===== src/rtl/bcd_binary_pkg.sv =====
// Shared types and constants for the BCD-to-binary converter (reverse double-dabble).
// Optional input range checking is enabled with the BCD_RANGE_CHECK_EN macro.
package bcd_binary_pkg;

  typedef enum logic [1:0] {
    IDLE  = 2'd0,
    SHIFT = 2'd1,
    DONE  = 2'd2
  } state_t;

  localparam int BCD_DIGIT_W       = 4;
  localparam int BCD_ADJ_THRESHOLD = 8;
  localparam int BCD_ADJ_SUB       = 3;

  function automatic logic digit_invalid(input logic [BCD_DIGIT_W-1:0] d);
    return d > 4'd9;
  endfunction

endpackage


===== src/rtl/bcd_binary_if.sv =====
// Request/response bundle for bcd_binary.
// Handshake: start is sampled only while the converter is idle; busy is high from the
// accepting edge until the cycle after done; done is a one-cycle pulse when binary,
// overflow and error are valid, and those outputs hold until the next done.
interface bcd_binary_if #(
  parameter int DIGITS    = 3,
  parameter int BIN_WIDTH = 8
);
  logic                   start;
  logic [4*DIGITS-1:0]    bcd_in;
  logic [BIN_WIDTH-1:0]   binary;
  logic                   busy;
  logic                   done;
  logic                   overflow;
  logic                   error;

  modport master (
    output start, bcd_in,
    input  binary, busy, done, overflow, error
  );

  modport slave (
    input  start, bcd_in,
    output binary, busy, done, overflow, error
  );
endinterface


===== src/rtl/bcd_digit_adjust.sv =====
// One-digit correction step for reverse double-dabble: after a right shift, any digit
// of 8 or more carried a ten's worth of weight from above and is reduced by 3.
module bcd_digit_adjust
  import bcd_binary_pkg::*;
(
  input  logic [BCD_DIGIT_W-1:0] din,
  output logic [BCD_DIGIT_W-1:0] dout
);

  always_comb begin
    dout = din;
    if (din >= 4'(BCD_ADJ_THRESHOLD)) dout = din - 4'(BCD_ADJ_SUB);
  end

endmodule


===== src/rtl/bcd_binary.sv =====
// Sequential BCD-to-binary converter, one shift per clock, saturating on overflow.
// Define BCD_RANGE_CHECK_EN to flag non-BCD digits on the error output.
module bcd_binary
  import bcd_binary_pkg::*;
#(
  parameter int DIGITS    = 3,
  parameter int BIN_WIDTH = 8
) (
  input  logic   clock,
  input  logic   reset_n,
  bcd_binary_if.slave bus,
  output state_t dbg_state
);

  localparam int BW   = BCD_DIGIT_W * DIGITS;
  localparam int MAXW = (BW > BIN_WIDTH) ? BW : BIN_WIDTH;
  localparam int CW   = $clog2(BW + 1);
  localparam logic [CW-1:0] LAST = CW'(BW - 1);

  state_t                 state;
  logic [BW-1:0]          bcd_reg;
  logic [BW-1:0]          bin_reg;
  logic [CW-1:0]          cnt;
  logic [BIN_WIDTH-1:0]   binary_r;
  logic                   busy_r;
  logic                   done_r;
  logic                   ovf_r;

  logic [BW-1:0]          bcd_shift;
  logic [BW-1:0]          bcd_adj;
  logic [MAXW-1:0]        bin_ext;
  logic                   ovf;

  assign bcd_shift = {1'b0, bcd_reg[BW-1:1]};
  assign bin_ext   = MAXW'(bin_reg);
  // Any set bit above the output width means the value does not fit.
  assign ovf       = |(bin_ext >> BIN_WIDTH);

  for (genvar d = 0; d < DIGITS; d++) begin : g_adj
    bcd_digit_adjust u_adj (
      .din  (bcd_shift[d*BCD_DIGIT_W +: BCD_DIGIT_W]),
      .dout (bcd_adj[d*BCD_DIGIT_W +: BCD_DIGIT_W])
    );
  end

`ifdef BCD_RANGE_CHECK_EN
  logic bad_r;
  logic error_r;

  function automatic logic any_digit_bad(input logic [BW-1:0] v);
    logic bad;
    bad = 1'b0;
    for (int d = 0; d < DIGITS; d++) bad |= digit_invalid(v[d*BCD_DIGIT_W +: BCD_DIGIT_W]);
    return bad;
  endfunction
`endif

  always_ff @(posedge clock or negedge reset_n) begin
    if (!reset_n) begin
      state    <= IDLE;
      bcd_reg  <= '0;
      bin_reg  <= '0;
      cnt      <= '0;
      binary_r <= '0;
      busy_r   <= 1'b0;
      done_r   <= 1'b0;
      ovf_r    <= 1'b0;
`ifdef BCD_RANGE_CHECK_EN
      bad_r    <= 1'b0;
      error_r  <= 1'b0;
`endif
    end else begin
      case (state)
        IDLE: begin
          done_r <= 1'b0;
          busy_r <= bus.start;
          if (bus.start) begin
            bcd_reg <= bus.bcd_in;
            bin_reg <= '0;
            cnt     <= '0;
            state   <= SHIFT;
`ifdef BCD_RANGE_CHECK_EN
            bad_r   <= any_digit_bad(bus.bcd_in);
`endif
          end
        end
        SHIFT: begin
          bcd_reg <= bcd_adj;
          bin_reg <= {bcd_reg[0], bin_reg[BW-1:1]};
          cnt     <= cnt + 1'b1;
          if (cnt == LAST) state <= DONE;
        end
        DONE: begin
          done_r <= 1'b1;
          state  <= IDLE;
`ifdef BCD_RANGE_CHECK_EN
          if (bad_r) begin
            binary_r <= '0;
            ovf_r    <= 1'b0;
            error_r  <= 1'b1;
          end else begin
            binary_r <= ovf ? '1 : bin_ext[BIN_WIDTH-1:0];
            ovf_r    <= ovf;
            error_r  <= 1'b0;
          end
`else
          binary_r <= ovf ? '1 : bin_ext[BIN_WIDTH-1:0];
          ovf_r    <= ovf;
`endif
        end
        default: state <= IDLE;
      endcase
    end
  end

  assign bus.binary   = binary_r;
  assign bus.busy     = busy_r;
  assign bus.done     = done_r;
  assign bus.overflow = ovf_r;
  assign dbg_state    = state;

`ifdef BCD_RANGE_CHECK_EN
  assign bus.error = error_r;
`else
  assign bus.error = 1'b0;
`endif

endmodule


===== src/flat_wrapper.sv =====
// flat-port wrapper written by rule: the top's interface ports become plain ports
module bcd_binary_flat import bcd_binary_pkg::*;
#(
  parameter int DIGITS    = 3,
  parameter int BIN_WIDTH = 8
)
  (clock, reset_n, dbg_state, bus_start, bus_bcd_in, bus_binary, bus_busy, bus_done, bus_overflow, bus_error);
  bcd_binary_if #(.DIGITS(DIGITS), .BIN_WIDTH(BIN_WIDTH)) bus_i ();
  input  logic clock;
  input  logic reset_n;
  output state_t dbg_state;
  input wire logic [$bits(bus_i.start)-1:0] bus_start;
  input wire logic [$bits(bus_i.bcd_in)-1:0] bus_bcd_in;
  output wire logic [$bits(bus_i.binary)-1:0] bus_binary;
  output wire logic [$bits(bus_i.busy)-1:0] bus_busy;
  output wire logic [$bits(bus_i.done)-1:0] bus_done;
  output wire logic [$bits(bus_i.overflow)-1:0] bus_overflow;
  output wire logic [$bits(bus_i.error)-1:0] bus_error;
  assign bus_i.start = bus_start;
  assign bus_i.bcd_in = bus_bcd_in;
  assign bus_binary = bus_i.binary;
  assign bus_busy = bus_i.busy;
  assign bus_done = bus_i.done;
  assign bus_overflow = bus_i.overflow;
  assign bus_error = bus_i.error;
  bcd_binary #(.DIGITS(DIGITS), .BIN_WIDTH(BIN_WIDTH)) u_core (.clock(clock), .reset_n(reset_n), .bus(bus_i), .dbg_state(dbg_state));
endmodule

===== config.mk =====
export PLATFORM = sky130hd
export DESIGN_NAME = bcd_binary_flat
export DESIGN_NICKNAME = d
export VERILOG_FILES = /design/src/rtl/bcd_binary_pkg.sv /design/src/rtl/bcd_binary_if.sv /design/src/rtl/bcd_digit_adjust.sv /design/src/rtl/bcd_binary.sv /design/src/flat_wrapper.sv
export SDC_FILE = /design/constraint.sdc
export NUM_CORES = 1
export LEC_CHECK = 0
export CAP_MARGIN = 20
export CORE_AREA = 4 4 68 117
export DETAILED_ROUTE_END_ITERATION = 10
export DIE_AREA = 0 0 72 121
export GPL_ROUTABILITY_DRIVEN = 0
export PLACE_DENSITY = 0.56
export SLEW_MARGIN = 20
export SYNTH_ARGS = -nofsm -noshare
export SYNTH_HDL_FRONTEND = slang
export SYNTH_HIERARCHICAL = 1
export SYNTH_SLANG_ARGS = --single-unit

===== constraint.sdc =====
create_clock -name clock -period 1.2 [get_ports clock]
set_input_delay 0.36 -clock clock [delete_from_list [all_inputs] [get_ports clock]]
set_output_delay 0.36 -clock clock [all_outputs]
set_load 0.02 [all_outputs]

[After elaboration in Yosys (flattened, before gate mapping)]
Cells that the tools add are included.
Word-level totals
  output and inout port bits: 14
  word-level logic and storage cells: 40
  register bits: 41
Cells by class
  order comparisons: 3
  reductions and logical operators: 6
  mux-type cells: 14
  equal/unequal tests: 5
  $add $sub $neg: 4
Operators with widths (number)
  $pmux W12 S2: 2
  $mux W12: 2
  $mux W4: 4
  $ge A4 B4 Y1 const B: 2
  $mux W8: 1
  $pmux W4 S2: 1
  $sub A4 B2 Y4 const B: 2
  $add A4 B1 Y4 const B: 1
  $eq A4 B4 Y1 const B: 1
  $ge A3 B4 Y1 const B: 1
  $mux W2: 2
  $pmux W2 S2: 1
  $reduce_and A2 Y1: 2
  $reduce_bool A2 Y1: 2
  $reduce_or A4 Y1: 1
  $sub A3 B2 Y4 const B: 1
  $eq A2 B1 Y1 const B: 1
  $eq A2 B2 Y1 const B: 1
  $logic_not A2 Y1: 1
  $ne A2 B1 Y1 const B: 1
  $ne A2 B2 Y1 const B: 1
  $pmux W1 S2: 1

[Longest topological paths before layout]
  depth after elaboration: 3
  mapped depth: 6
  gate-level depth less buffers: 6

[Hierarchy]
The synthesis kept the hierarchy.
Modules (own cells, without submodules)
  bcd_binary: area each 1760.4 um^2, cells an instance 167, times used 1
  bcd_digit_adjust: area each 76.3 um^2, cells an instance 11, times used 3

[Worst setup path before layout]
No wires, ideal clock.
  path kind: register -> register
  from: register u_core.state[1] (netlist: u_core/dbg_state[1])
  to: register u_core.bcd_reg[4]
  arrival: 1205 ps
  setup slack: -137 ps
  stages on the path, launching flop included: 7
  path buffers: 3
  clock period less this slack: 1337 ps
  library setup time: 132 ps
  path through: dfrtp_1 > buf_4 > o21bai_1 > buf_2 > buf_4 > nand2_1 > o21ai_1
Between the ends
  word-level cells in the longest chain between the ends: 3
RTL lines
  from (decl): RTL line bcd_binary.sv:20  | state_t state;
  from (signal assigned): RTL line bcd_binary.sv:60  | state <= IDLE;
  from (signal assigned): RTL line bcd_binary.sv:81  | state <= SHIFT;
  from (signal assigned): RTL line bcd_binary.sv:91  | if (cnt == LAST) state <= DONE;
  $eq A2 B1 Y1 / $logic_not A2 Y1 (equally long branches): RTL line bcd_binary.sv:73  | case (state)
  $reduce_bool A2 Y1 (no source line) / $ne A2 B2 Y1 (equally long branches)
  $reduce_and A2 Y1 (no source line)
  to (signal assigned): RTL line bcd_binary.sv:78  | bcd_reg <= bus.bcd_in;
  to (signal assigned): RTL line bcd_binary.sv:88  | bcd_reg <= bcd_adj;
  to (decl): RTL line bcd_binary.sv:21  | logic [BW-1:0] bcd_reg;
Several ways; a longest one is shown, not always the timed one.
A chain may end at the register's enable or synchronous reset.

[Worst setup path after layout]
  from: register u_core.state[1] (netlist: u_core/dbg_state[1])
  to: register u_core.cnt[1]
Between the ends
  word-level cells in the longest chain between the ends: 3
RTL lines
  $eq A2 B1 Y1 / $logic_not A2 Y1 (equally long branches): RTL line bcd_binary.sv:73
  $reduce_bool A2 Y1 (no source line) / $ne A2 B2 Y1 (equally long branches)
  $reduce_and A2 Y1 (no source line)
  to (signal assigned): RTL line bcd_binary.sv:90  | cnt <= cnt + 1'b1;
  to (decl): RTL line bcd_binary.sv:23  | logic [CW-1:0] cnt;
Several ways; a longest one is shown, not always the timed one.

==> impl_results.md <==
- Outcome: finished with violations
- Violated checks: negative setup slack
- Distinct cells, synth: 26
- Largest cells by area after synthesis: dfrtp_1, nand2_1, a22o_1
- Number of routed nets with antenna violations: 0
- Total Power: around 7.0 mW
- Die Y: approximately 120 um
- Most instantiated library cell after synthesis: dfrtp_1
- Slew Limit Fails: 0
- Core box area: a little over 7000 sq um
- EDFF count, synth: 0
- Mapped Cells: 200
- Clock Sinks: 41
- DP Area: 2520 sq um
- Vias in the first global route: between 1500 and 2000
- Clock-pin slew on the worst setup and hold paths: around 60 ps
- Global-route wire length before repair: about 7.3 mm
- Final period utilization: 105%
- Yosys top cell by area: dfrtp_1
- Total Nets Final: 287
- Layout cells sized above 1: 28.9%
- Via/cell ratio: around 4.5
- Io pins: 29
- Initial antenna violation count: 0
- Max Cap Viol: 0
- Drt wl/cell: 12.0 um
- Gr usage total: approximately 11%
- Number of synthesized register bits: slightly above 40
- R2R Path End: u_core/cnt[1]
- Syn_area_per_cell: ~9.9 sq um
- Crit path launch: u_core/dbg_state[1]
- # rows: ~40
- PD cells: approximately 2400 nW/um^2
- Post-route design area: a little under 3000 sq um
- Crit path required time: between 1000 and 1500 ps
- Leak: 1.46 nW
- Hold Crit Class: in2async
- Max Clk Rate: 796 MHz
- DRC viols: 0
- Clock Latency Late Sink: about 280 ps
- Crit start category: register
- Post-Route WL: between 4 and 5 mm
- Max incr delay on CP: around 420 ps
- First-iteration detailed-routing DRC count: 31
- Worst Setup EP: u_core/cnt[1]
- R2R Setup Slk: -60 ps
- Min Clock Period, post-route: around 1300 ps
- GRT overflow: 0
- Share of the synthesized area in the top cell type: 51.6%
- Peak supply drop: about 1.1 mV
- I/O Buffers: 27
- Starting Density: 28.1%
- Pre-CTS setup slack: -288 ps
- FFs w/ async S/R, synth: 100%
- Setup Skew: 3.98 ps
- Sequential-to-total area share from yosys stat: roughly 52%
- CP Cell Sequence: buf_6 -> o21bai_4 -> buf_12 -> a22o_1
- CP endpoint kind: register
- Setup violations, final: 19
- Crit Path Category: reg2reg
- Die area: approximately 8700 sq um
- Crit path max-delay cell type: dfrtp_2
- Detailed Routing Iterations Pass 1: 4
- H-tree depth: 2
- CTS tree: built
- DP Wirelength: approximately 2.8 mm
- Mapped cell area: roughly 2000 sq um
- Post-synth top cells: dfrtp_1, nand2_1, a21oi_1
- Cts bufs inserted: 5
- Crit path DAT: between 1000 and 1500 ps
- Reg2reg start: u_core/dbg_state[1]
- Die Width: 72 um
- Root Driver: clkbuf_16
- Via count: about 1600
- PnR worst setup slack: -55.8 ps
- Max Buffers Root-to-Sink: 2
- Worst R2R Path Depth: 4
- Synth Flop Type: dfrtp_1
- Syn-to-layout area delta: 46.1%
- Final hold vios: 0
- Pin count of the biggest net entering global routing: 42
- Setup repair after global routing missed its margin: yes
- Ys Warns: 6
- CP Max Fanout: 15
- ANT cells: 0
-- layout by cell type, fill, tap and decap left out, drive strengths merged --
cell type / instances
bufinv: 1
dfrtp: 41
o21bai: 1
buf: 51
nand2b: 5
nor3b: 1
nor2b: 7
a31oi: 1
inv: 6
nor2: 1
nand3: 10
ha: 7
and3: 1
clkinv: 1
clkdlybuf4s50: 12
o311ai: 1
o41ai: 1
nand2: 39
a21oi: 15
xor2: 3
dlygate4sd2: 1
clkbuf: 8
xnor2: 3
o21ai: 17
mux2: 1
a22o: 13
and3b: 12
conb: 6
-- timing repair --
action	in CTS	in global routing
resized for setup	68	26
hold buffers	0	0
setup endpoints to repair	46	47
buffers inserted	7	6
cloned	1	1
pin swaps	10	5
-- cells by family after synthesis --
logic type / Yosys count / share of synthesized area [%]
multiplexers: 1 / 0.566
adder cells (fa/ha/maj): 7 / 4.40
other: 1 / 0.188
AO/OA/AOI/OAI: 49 / 16.3
flip-flops: 41 / 51.6
buffers and inverters: 19 / 4.53
XOR/XNOR: 6 / 2.64
AND/OR/NAND/NOR: 76 / 19.8
-- area by class of cell --
cell class,instances,area (sq um)
Sequential cell,41,1030
Clock inverter,2,35.0
Inverter,6,22.5
Clock buffer,6,129
Fill cell,715,4170
Multi-Input combinational cell,145,971
Timing Repair Buffer,66,613
Tap cell,86,108
-- layer usage --
layer  track usage (%)  up-vias  wire length (um)
met5                 0        -                 0
met4              5.65        0                85
met3              2.40        6               208
met2              17.9       42              2100
met1              12.7      733              1830
li1                  -      811                 -
-- per-stage QoR --
step	std cells	hold slack (ps)	util, %	TNS, ps
final	352	37.9	41.1	-593
after global placement	329	349	35.7	-9030
after global routing	352	64.4	41.1	-2080
after detailed placement	329	353	35.7	-9240
after floorplan	205	64.4	-	-909
after CTS	345	50.6	38.9	-714
-- worst max-delay path: cells and delay by family (launching register included) --
family                 cells  cell delay (ps)
buffers and inverters      2              300
flip-flops                 1              420
AO/OA/AOI/OAI              2              410
-- worst min-delay path by stage --
stage / startpoint / endpoint / slack, ps / cells after the start
5_1_grt: reset_n / u_core/bus.binary[0] / 60 / 2
3_3_place_gp: reset_n / u_core/bus.overflow / 350 / 2
3_5_place_dp: reset_n / u_core/bus.overflow / 350 / 2
4_1_cts: reset_n / u_core/bus.overflow / 50 / 2
6_report: reset_n / u_core/bus.overflow / 40 / 2
2_1_floorplan: reset_n / u_core/bcd_reg[0] / 60 / 0
-- power by group --
part           switching (mW)  internal (mW)
Sequential              0.547           1.99
Clock                   0.510          0.977
Combinational            1.31           1.66
Power figures use the tool's default switching activity.
